### config.mk
export PLATFORM = sky130hd
export DESIGN_NAME = mips_mem_arbiter_flat
export DESIGN_NICKNAME = d
export VERILOG_FILES = /design/src/rtl/mips_pkg.sv /design/src/rtl/mips_mem_arbiter_if.sv /design/src/rtl/mips_prio_sel.sv /design/src/rtl/mips_mem_arbiter.sv /design/src/flat_wrapper.sv
export SDC_FILE = /design/constraint.sdc
export NUM_CORES = 1
export LEC_CHECK = 0
export CORE_MARGIN = 1
export CORE_UTILIZATION = 41
export DETAILED_ROUTE_END_ITERATION = 6
export GPL_TIMING_DRIVEN = 1
export PLACE_DENSITY = 0.81
export SLEW_MARGIN = 0
export SYNTH_ARGS = -nofsm -noshare
export SYNTH_HDL_FRONTEND = slang
export SYNTH_SLANG_ARGS = --single-unit
### constraint.sdc
create_clock -name clk1 -period 2.34 [get_ports clk1]
set_input_delay 0.468 -clock clk1 [delete_from_list [all_inputs] [get_ports clk1]]
set_output_delay 0.468 -clock clk1 [all_outputs]
set_load 0.05 [all_outputs]
### src/rtl/mips_pkg.sv
// Shared constants and types for the pipe_MIPS32 unified-memory arbiter.
package mips_pkg;

    localparam int unsigned DW_DEFAULT = 32;

    typedef logic [1:0] gnt_t;

    localparam gnt_t GNT_NONE = 2'd0;
    localparam gnt_t GNT_LD   = 2'd1;
    localparam gnt_t GNT_D    = 2'd2;
    localparam gnt_t GNT_F    = 2'd3;

    typedef enum logic [1:0] {
        StIdle  = 2'd0,
        StIssue = 2'd1,
        StResp  = 2'd2
    } state_e;

endpackage

### src/rtl/mips_mem_arbiter_if.sv
// Request/response bundle between the arbiter, its three requesters and the memory array.
interface mips_mem_arbiter_if #(
    parameter int unsigned AW = 10,
    parameter int unsigned DW = 32
) ();

    logic          ld_req;
    logic          ld_we;
    logic [AW-1:0] ld_addr;
    logic [DW-1:0] ld_wdata;
    logic          ld_ack;

    logic          d_req;
    logic          d_we;
    logic [AW-1:0] d_addr;
    logic [DW-1:0] d_wdata;
    logic [DW-1:0] d_rdata;
    logic          d_ack;

    logic          f_req;
    logic [AW-1:0] f_addr;
    logic [DW-1:0] f_rdata;
    logic          f_ack;

    logic          halt_in;

    logic          mem_en;
    logic          mem_we;
    logic [AW-1:0] mem_addr;
    logic [DW-1:0] mem_wdata;
    logic [DW-1:0] mem_rdata;

    logic [1:0]    grant_id;
    logic          busy;

    modport slave (
        input  ld_req, ld_we, ld_addr, ld_wdata,
        output ld_ack,
        input  d_req, d_we, d_addr, d_wdata,
        output d_rdata, d_ack,
        input  f_req, f_addr,
        output f_rdata, f_ack,
        input  halt_in,
        output mem_en, mem_we, mem_addr, mem_wdata,
        input  mem_rdata,
        output grant_id, busy
    );

    modport master (
        output ld_req, ld_we, ld_addr, ld_wdata,
        input  ld_ack,
        output d_req, d_we, d_addr, d_wdata,
        input  d_rdata, d_ack,
        output f_req, f_addr,
        input  f_rdata, f_ack,
        output halt_in,
        input  mem_en, mem_we, mem_addr, mem_wdata,
        output mem_rdata,
        input  grant_id, busy
    );

endinterface

### src/rtl/mips_prio_sel.sv
// Combinational priority picker: loader > data > fetch, with fetch promoted over data on force.
module mips_prio_sel
    import mips_pkg::*;
(
    input  logic ld_req_i,
    input  logic d_req_i,
    input  logic f_req_i,
    input  gnt_t mask_i,
    input  logic force_f_i,
    output gnt_t win_o
);

    logic ld_v, d_v, f_v;

    // The masked id is the requester still holding req while its ack is in flight.
    assign ld_v = ld_req_i && (mask_i != GNT_LD);
    assign d_v  = d_req_i  && (mask_i != GNT_D);
    assign f_v  = f_req_i  && (mask_i != GNT_F);

    always_comb begin
        win_o = GNT_NONE;
        if (ld_v) begin
            win_o = GNT_LD;
        end else if (f_v && force_f_i) begin
            win_o = GNT_F;
        end else if (d_v) begin
            win_o = GNT_D;
        end else if (f_v) begin
            win_o = GNT_F;
        end
    end

endmodule

### src/rtl/mips_mem_arbiter.sv
// Arbitrates the single-port unified memory between loader, MEM-stage data and IF-stage fetch.
module mips_mem_arbiter
    import mips_pkg::*;
#(
    parameter int unsigned AW           = 10,
    parameter int unsigned DW           = DW_DEFAULT,
    parameter int unsigned STARVE_LIMIT = 4
) (
    input logic               clk1,
    input logic               rst,
    mips_mem_arbiter_if.slave bus
);

    localparam int unsigned   CW        = $clog2(STARVE_LIMIT + 1);
    localparam logic [CW-1:0] StarveMax = CW'(STARVE_LIMIT);

    state_e        state_q, state_d;
    gnt_t          win_q, win_d;
    logic [AW-1:0] addr_q, addr_d;
    logic          we_q, we_d;
    logic [DW-1:0] wdata_q, wdata_d;
    logic [CW-1:0] starve_q, starve_d;
    logic          ld_ack_q, ld_ack_d;
    logic          d_ack_q, d_ack_d;
    logic          f_ack_q, f_ack_d;
    logic [DW-1:0] d_rdata_q, d_rdata_d;
    logic [DW-1:0] f_rdata_q, f_rdata_d;

    gnt_t          sel;
    gnt_t          mask_id;
    logic [AW-1:0] sel_addr;
    logic          sel_we;
    logic [DW-1:0] sel_wdata;
    logic          f_req_m;
    logic          arb_en;
    logic          grant;
    logic          issue;

    assign f_req_m = bus.f_req & ~bus.halt_in;
    assign arb_en  = (state_q == StIdle) || (state_q == StResp);
    assign mask_id = (state_q == StResp) ? win_q : GNT_NONE;
    assign grant   = arb_en && (sel != GNT_NONE);
    assign issue   = (state_q == StIssue);

    mips_prio_sel u_prio_sel (
        .ld_req_i  (bus.ld_req),
        .d_req_i   (bus.d_req),
        .f_req_i   (f_req_m),
        .mask_i    (mask_id),
        .force_f_i (starve_q == StarveMax),
        .win_o     (sel)
    );

    always_comb begin
        sel_addr  = '0;
        sel_we    = 1'b0;
        sel_wdata = '0;
        unique case (sel)
            GNT_LD: begin
                sel_addr  = bus.ld_addr;
                sel_we    = bus.ld_we;
                sel_wdata = bus.ld_wdata;
            end
            GNT_D: begin
                sel_addr  = bus.d_addr;
                sel_we    = bus.d_we;
                sel_wdata = bus.d_wdata;
            end
            GNT_F: begin
                sel_addr  = bus.f_addr;
            end
            default: ;
        endcase
    end

    always_comb begin
        state_d   = state_q;
        win_d     = win_q;
        addr_d    = addr_q;
        we_d      = we_q;
        wdata_d   = wdata_q;
        starve_d  = starve_q;
        ld_ack_d  = 1'b0;
        d_ack_d   = 1'b0;
        f_ack_d   = 1'b0;
        d_rdata_d = d_rdata_q;
        f_rdata_d = f_rdata_q;

        unique case (state_q)
            StIdle: begin
                if (grant) begin
                    state_d = StIssue;
                end
            end
            StIssue: begin
                state_d = StResp;
            end
            StResp: begin
                // mem_rdata is valid this cycle; capture it on the edge that raises ack.
                unique case (win_q)
                    GNT_LD: ld_ack_d = 1'b1;
                    GNT_D: begin
                        d_ack_d = 1'b1;
                        if (!we_q) d_rdata_d = bus.mem_rdata;
                    end
                    GNT_F: begin
                        f_ack_d = 1'b1;
                        if (!we_q) f_rdata_d = bus.mem_rdata;
                    end
                    default: ;
                endcase
                state_d = grant ? StIssue : StIdle;
            end
            default: state_d = StIdle;
        endcase

        if (grant) begin
            win_d   = sel;
            addr_d  = sel_addr;
            we_d    = sel_we;
            wdata_d = sel_wdata;
        end

        if (!f_req_m) begin
            starve_d = '0;
        end else if (grant && (sel == GNT_F)) begin
            starve_d = '0;
        end else if (grant && (sel == GNT_D) && (starve_q != StarveMax)) begin
            starve_d = starve_q + CW'(1);
        end
    end

    always_ff @(posedge clk1) begin
        if (rst) begin
            state_q   <= StIdle;
            win_q     <= GNT_NONE;
            addr_q    <= '0;
            we_q      <= 1'b0;
            wdata_q   <= '0;
            starve_q  <= '0;
            ld_ack_q  <= 1'b0;
            d_ack_q   <= 1'b0;
            f_ack_q   <= 1'b0;
            d_rdata_q <= '0;
            f_rdata_q <= '0;
        end else begin
            state_q   <= state_d;
            win_q     <= win_d;
            addr_q    <= addr_d;
            we_q      <= we_d;
            wdata_q   <= wdata_d;
            starve_q  <= starve_d;
            ld_ack_q  <= ld_ack_d;
            d_ack_q   <= d_ack_d;
            f_ack_q   <= f_ack_d;
            d_rdata_q <= d_rdata_d;
            f_rdata_q <= f_rdata_d;
        end
    end

    // The strobe is gated by rst so a write caught mid-reset never reaches the array.
    assign bus.mem_en    = issue && !rst;
    assign bus.mem_we    = issue && !rst && we_q;
    assign bus.mem_addr  = issue ? addr_q : '0;
    assign bus.mem_wdata = issue ? wdata_q : '0;

    assign bus.ld_ack   = ld_ack_q;
    assign bus.d_ack    = d_ack_q;
    assign bus.f_ack    = f_ack_q;
    assign bus.d_rdata  = d_rdata_q;
    assign bus.f_rdata  = f_rdata_q;
    assign bus.grant_id = (state_q == StIdle) ? GNT_NONE : win_q;
    assign bus.busy     = (state_q != StIdle);

endmodule
### src/flat_wrapper.sv
// flat-port wrapper written by rule: the top's interface ports become plain ports
module mips_mem_arbiter_flat import mips_pkg::*;
#(
    parameter int unsigned AW           = 10,
    parameter int unsigned DW           = DW_DEFAULT,
    parameter int unsigned STARVE_LIMIT = 4
)
  (clk1, rst, bus_ld_req, bus_ld_we, bus_ld_addr, bus_ld_wdata, bus_ld_ack, bus_d_req, bus_d_we, bus_d_addr, bus_d_wdata, bus_d_rdata, bus_d_ack, bus_f_req, bus_f_addr, bus_f_rdata, bus_f_ack, bus_halt_in, bus_mem_en, bus_mem_we, bus_mem_addr, bus_mem_wdata, bus_mem_rdata, bus_grant_id, bus_busy);
  mips_mem_arbiter_if #(.AW(AW), .DW(DW)) bus_i ();
  input logic clk1;
  input logic rst;
  input wire logic [$bits(bus_i.ld_req)-1:0] bus_ld_req;
  input wire logic [$bits(bus_i.ld_we)-1:0] bus_ld_we;
  input wire logic [$bits(bus_i.ld_addr)-1:0] bus_ld_addr;
  input wire logic [$bits(bus_i.ld_wdata)-1:0] bus_ld_wdata;
  output wire logic [$bits(bus_i.ld_ack)-1:0] bus_ld_ack;
  input wire logic [$bits(bus_i.d_req)-1:0] bus_d_req;
  input wire logic [$bits(bus_i.d_we)-1:0] bus_d_we;
  input wire logic [$bits(bus_i.d_addr)-1:0] bus_d_addr;
  input wire logic [$bits(bus_i.d_wdata)-1:0] bus_d_wdata;
  output wire logic [$bits(bus_i.d_rdata)-1:0] bus_d_rdata;
  output wire logic [$bits(bus_i.d_ack)-1:0] bus_d_ack;
  input wire logic [$bits(bus_i.f_req)-1:0] bus_f_req;
  input wire logic [$bits(bus_i.f_addr)-1:0] bus_f_addr;
  output wire logic [$bits(bus_i.f_rdata)-1:0] bus_f_rdata;
  output wire logic [$bits(bus_i.f_ack)-1:0] bus_f_ack;
  input wire logic [$bits(bus_i.halt_in)-1:0] bus_halt_in;
  output wire logic [$bits(bus_i.mem_en)-1:0] bus_mem_en;
  output wire logic [$bits(bus_i.mem_we)-1:0] bus_mem_we;
  output wire logic [$bits(bus_i.mem_addr)-1:0] bus_mem_addr;
  output wire logic [$bits(bus_i.mem_wdata)-1:0] bus_mem_wdata;
  input wire logic [$bits(bus_i.mem_rdata)-1:0] bus_mem_rdata;
  output wire logic [$bits(bus_i.grant_id)-1:0] bus_grant_id;
  output wire logic [$bits(bus_i.busy)-1:0] bus_busy;
  assign bus_i.ld_req = bus_ld_req;
  assign bus_i.ld_we = bus_ld_we;
  assign bus_i.ld_addr = bus_ld_addr;
  assign bus_i.ld_wdata = bus_ld_wdata;
  assign bus_ld_ack = bus_i.ld_ack;
  assign bus_i.d_req = bus_d_req;
  assign bus_i.d_we = bus_d_we;
  assign bus_i.d_addr = bus_d_addr;
  assign bus_i.d_wdata = bus_d_wdata;
  assign bus_d_rdata = bus_i.d_rdata;
  assign bus_d_ack = bus_i.d_ack;
  assign bus_i.f_req = bus_f_req;
  assign bus_i.f_addr = bus_f_addr;
  assign bus_f_rdata = bus_i.f_rdata;
  assign bus_f_ack = bus_i.f_ack;
  assign bus_i.halt_in = bus_halt_in;
  assign bus_mem_en = bus_i.mem_en;
  assign bus_mem_we = bus_i.mem_we;
  assign bus_mem_addr = bus_i.mem_addr;
  assign bus_mem_wdata = bus_i.mem_wdata;
  assign bus_i.mem_rdata = bus_mem_rdata;
  assign bus_grant_id = bus_i.grant_id;
  assign bus_busy = bus_i.busy;
  mips_mem_arbiter #(.AW(AW), .DW(DW), .STARVE_LIMIT(STARVE_LIMIT)) u_core (.clk1(clk1), .rst(rst), .bus(bus_i));
endmodule
==> run_results.csv <==
group,metric,value,unit
run_status,outcome,"finished clean",
flow_run,drv_cap,0,
synth,ys_warn_count,0,
setup_path,crit_arrival,1720,ps
setup_path,critPathSlowestCell,"dfxtp_1",
synth,netlist.area_leader.share,0.4641,
floorplanning,dieWidth,113.0,um
clocking,post_cts_buffers,0,
routing,num_vias,5570,
floorplanning,io_pins,248,
global_routing,grt_pass1_vias,5479,
clocking,cts.sinks,117,
floorplanning,die_h,113.0,um
synth,synth_area_leaders,"dfxtp_1, nand2_1, a32oi_1",
placement,gp_congestion,0.8037,
min_path,hp-class,"input pin to flop",
setup_path,r2r_cells,6,
layout,final_common_cell,"clkdlybuf4s50_1",
layout,nets,969,
setup_path,slowest_delay,450,ps
setup_path,end_kind,"primary output",
synth,synth_seq_cells,117,
routing,vias_per_cell,5.609,
layout,n_antenna_cell,0,
layout,mostFrequentLayoutCells,"clkdlybuf4s50_1, nand2_1, dfxtp_1",
layout,syn_to_final_growth,74.27,%
setup_path,cp_top_family,"simple AND/OR/NAND/NOR gates",
sta,fmax,0.4568,GHz
routing,drt_pass1_iterations,6,
sta,fin_crit,2189,ps
setup_path,crit_end,"bus_mem_addr[1]",
setup_path,cp_common_cell,"buf_12",
clocking,cts_resized,0,
sta,period_share,0.9356,
synth,avgSynthCellArea,8.343,um^2
placement,dp_hpwl,12330,um
setup_path,cp_cell_sequence,"nor2b_2 -> buf_12 -> and2_1 -> buf_12",
clocking,cts-root-buf,"clkbuf_16",
setup_path,r2r-end,"u_core.addr_q[8]$_SDFFE_PP0N_",
clocking,clk_pin_slew,50,ps
pwr,peakVddDrop,0.5258,mV
layout,final_cells,993,
synth,syn_area,5047,um^2
setup_path,crit_start,"u_core.state_q[0]$_SDFFE_PP0P_",
routing,wl_per_cell,17.26,um
global_routing,antenna_found_initial,0,
setup_path,crit_cells,4,
routing,drt_iter0_drc,392,
floorplanning,initial_core_util,0.4202,
pwr,power.density,688.9,nW/um^2
synth,postSynthCellCount,605,
setup_path,cp-start-kind,"flop",
setup_path,reg2reg_from,"u_core.state_q[0]$_SDFFE_PP0P_",
sta,report.final.slew_viol_count,0,
sta,tightest_slew,741.2,ps
sta,fin_setup_tns,0,ps
synth,synth_area_leader_cell,"dfxtp_1",
global_routing,track_usage,0.2686,
setup_path,cp_num_buf_inv,2,
clocking,clock_latency,420,ps
global_routing,overflow,0,
layout,drive_gt1_frac,0.1371,
synth,synth_cell_types,35,
global_routing,grt_max_degree,74,
global_routing,grt_pass1_wl,26740,um
setup_path,worst-path-max-fanout,42,
sta,grt_setup_unrepaired,"false",
sta,hold_violations,0,
synth,syn-num-nets,741,
clocking,cts_max_level,4,
clocking,clock_path_buffers,2,
placement,portBuffers,247,
routing,postRouteAntennaNets,0,
setup_path,reg2reg_setup_slack,320,ps
floorplanning,placementRows,40,
setup_path,crit_type,"flop to primary output",
placement,post-place-cells,961,
clocking,cts_tree,"yes",
floorplanning,core-area,12010,um^2
routing,drc,0,
routing,wirelength,17140,um
pwr,power.total,0.006059,W
sta,setup_viol,0,
sta,finalClockSkew,17.09,ps
synth,synth-seq-area-share,0.4641,
floorplanning,dieArea,12760,um^2
clocking,cts_buffers,17,
sta,slew_headroom,0.5059,
clocking,hold_buffers,0,
setup_path,crit_required,1870,ps
pwr,leakagePower,3.065,nW
## registers in the layout (all words and copies together), names as in the netlist
name and flops:
u_core.addr_q 10, u_core.bus.d_ack 1, u_core.bus.d_rdata 32, u_core.bus.f_ack 1
u_core.bus.f_rdata 32, u_core.bus.ld_ack 1, u_core.starve_q 3, u_core.state_q 2
u_core.wdata_q 32, u_core.we_q 1, u_core.win_q 2
## area by class of cell
| type | count | area [um^2] |
|---|---|---|
| Clock buffer | 22 | 474.2 |
| Clock inverter | 10 | 170.2 |
| Fill cell | 888 | 3216 |
| Inverter | 4 | 15.01 |
| Multi-Input combinational cell | 424 | 2480 |
| Sequential cell | 117 | 2342 |
| Tap cell | 147 | 183.9 |
| Timing Repair Buffer | 269 | 3131 |
## metal layers
metal | vias up | GRT usage | routed length, um
met5 | - | 0 | 0
met4 | 0 | 0.09474 | 367
met3 | 28 | 0.08463 | 1459
met2 | 309 | 0.4955 | 8797
met1 | 2605 | 0.2885 | 6520
li1 | 2628 | - | -
## through the flow
step | hold WS, ps | cell area, um^2 | util | worst slack, ps
2_1_floorplan | 445.0 | 5055 | - | 11.41
5_1_grt | 426.2 | 8796 | 0.7323 | 30.14
6_report | 425.5 | 8796 | 0.7323 | 150.7
4_1_cts | 415.3 | 8796 | 0.7323 | 136.4
3_5_place_dp | 446.3 | 8152 | 0.6786 | 120.8
3_3_place_gp | 440.3 | 8152 | 0.6786 | 212.3
## synthesized netlist by cell type
cell type and number:
inv_1 4, o31ai_1 2, and3b_1 1, and4bb_2 1, nand3_1 11, nor2_1 4, nand4b_1 1, nand4bb_1 1
and2_1 46, or2_2 1, nor2b_1 5, and4b_1 1, nand2_1 131, o32ai_2 1, nor4_1 1, nand2b_1 4
dfxtp_1 117, or2_1 1, a211oi_2 4, a211oi_1 29, nand4bb_4 1, a211oi_4 1, nor3_1 45, a211o_1 1
nor4b_1 1, clkbuf_1 40, a21oi_1 69, buf_2 16, buf_1 4, a311oi_1 12, o41ai_1 1, ha_1 2
or3_1 1, nand4_1 2, a32oi_1 43
## worst register-to-register path, cell delays in order (launching register included)
cell	delay (ps)
dfxtp_1	450
and4b_1	260
buf_4	160
o32ai_4	280
buf_4	320
nor3_1	90
a311oi_1	350
## kinds of logic (layout without fill, tap and decap cells)
group	count (synthesis)	count (layout)	share of synthesized area
compound gates	163	163	0.2305
fa+ha+maj	2	2	0.004957
buf+inv	64	305	0.05156
flops	117	117	0.4641
simple gates	259	259	0.2489
## where the power goes
part           switching, W  internal [W]  leakage [nW]
Sequential        0.0000620       0.00209         0.954
Clock              0.000924       0.00187         0.307
Combinational      0.000560      0.000546          1.80
Total               0.00155       0.00451          3.07
## how the worst min path moves through the flow
stage	start	end	depth (start not counted)
global placement	u_core.bus.d_rdata[2]$_SDFFE_PP0P_	u_core.bus.d_rdata[2]$_SDFFE_PP0P_	2
floorplan	u_core.starve_q[2]$_SDFFE_PP0P_	u_core.starve_q[2]$_SDFFE_PP0P_	2
global route	rst	u_core.state_q[1]$_SDFFE_PP0P_	2
detailed placement	u_core.bus.d_rdata[5]$_SDFFE_PP0P_	u_core.bus.d_rdata[5]$_SDFFE_PP0P_	2
finish	rst	u_core.state_q[0]$_SDFFE_PP0P_	2
CTS	rst	u_core.state_q[0]$_SDFFE_PP0P_	2
Power figures use the tool's default switching activity.
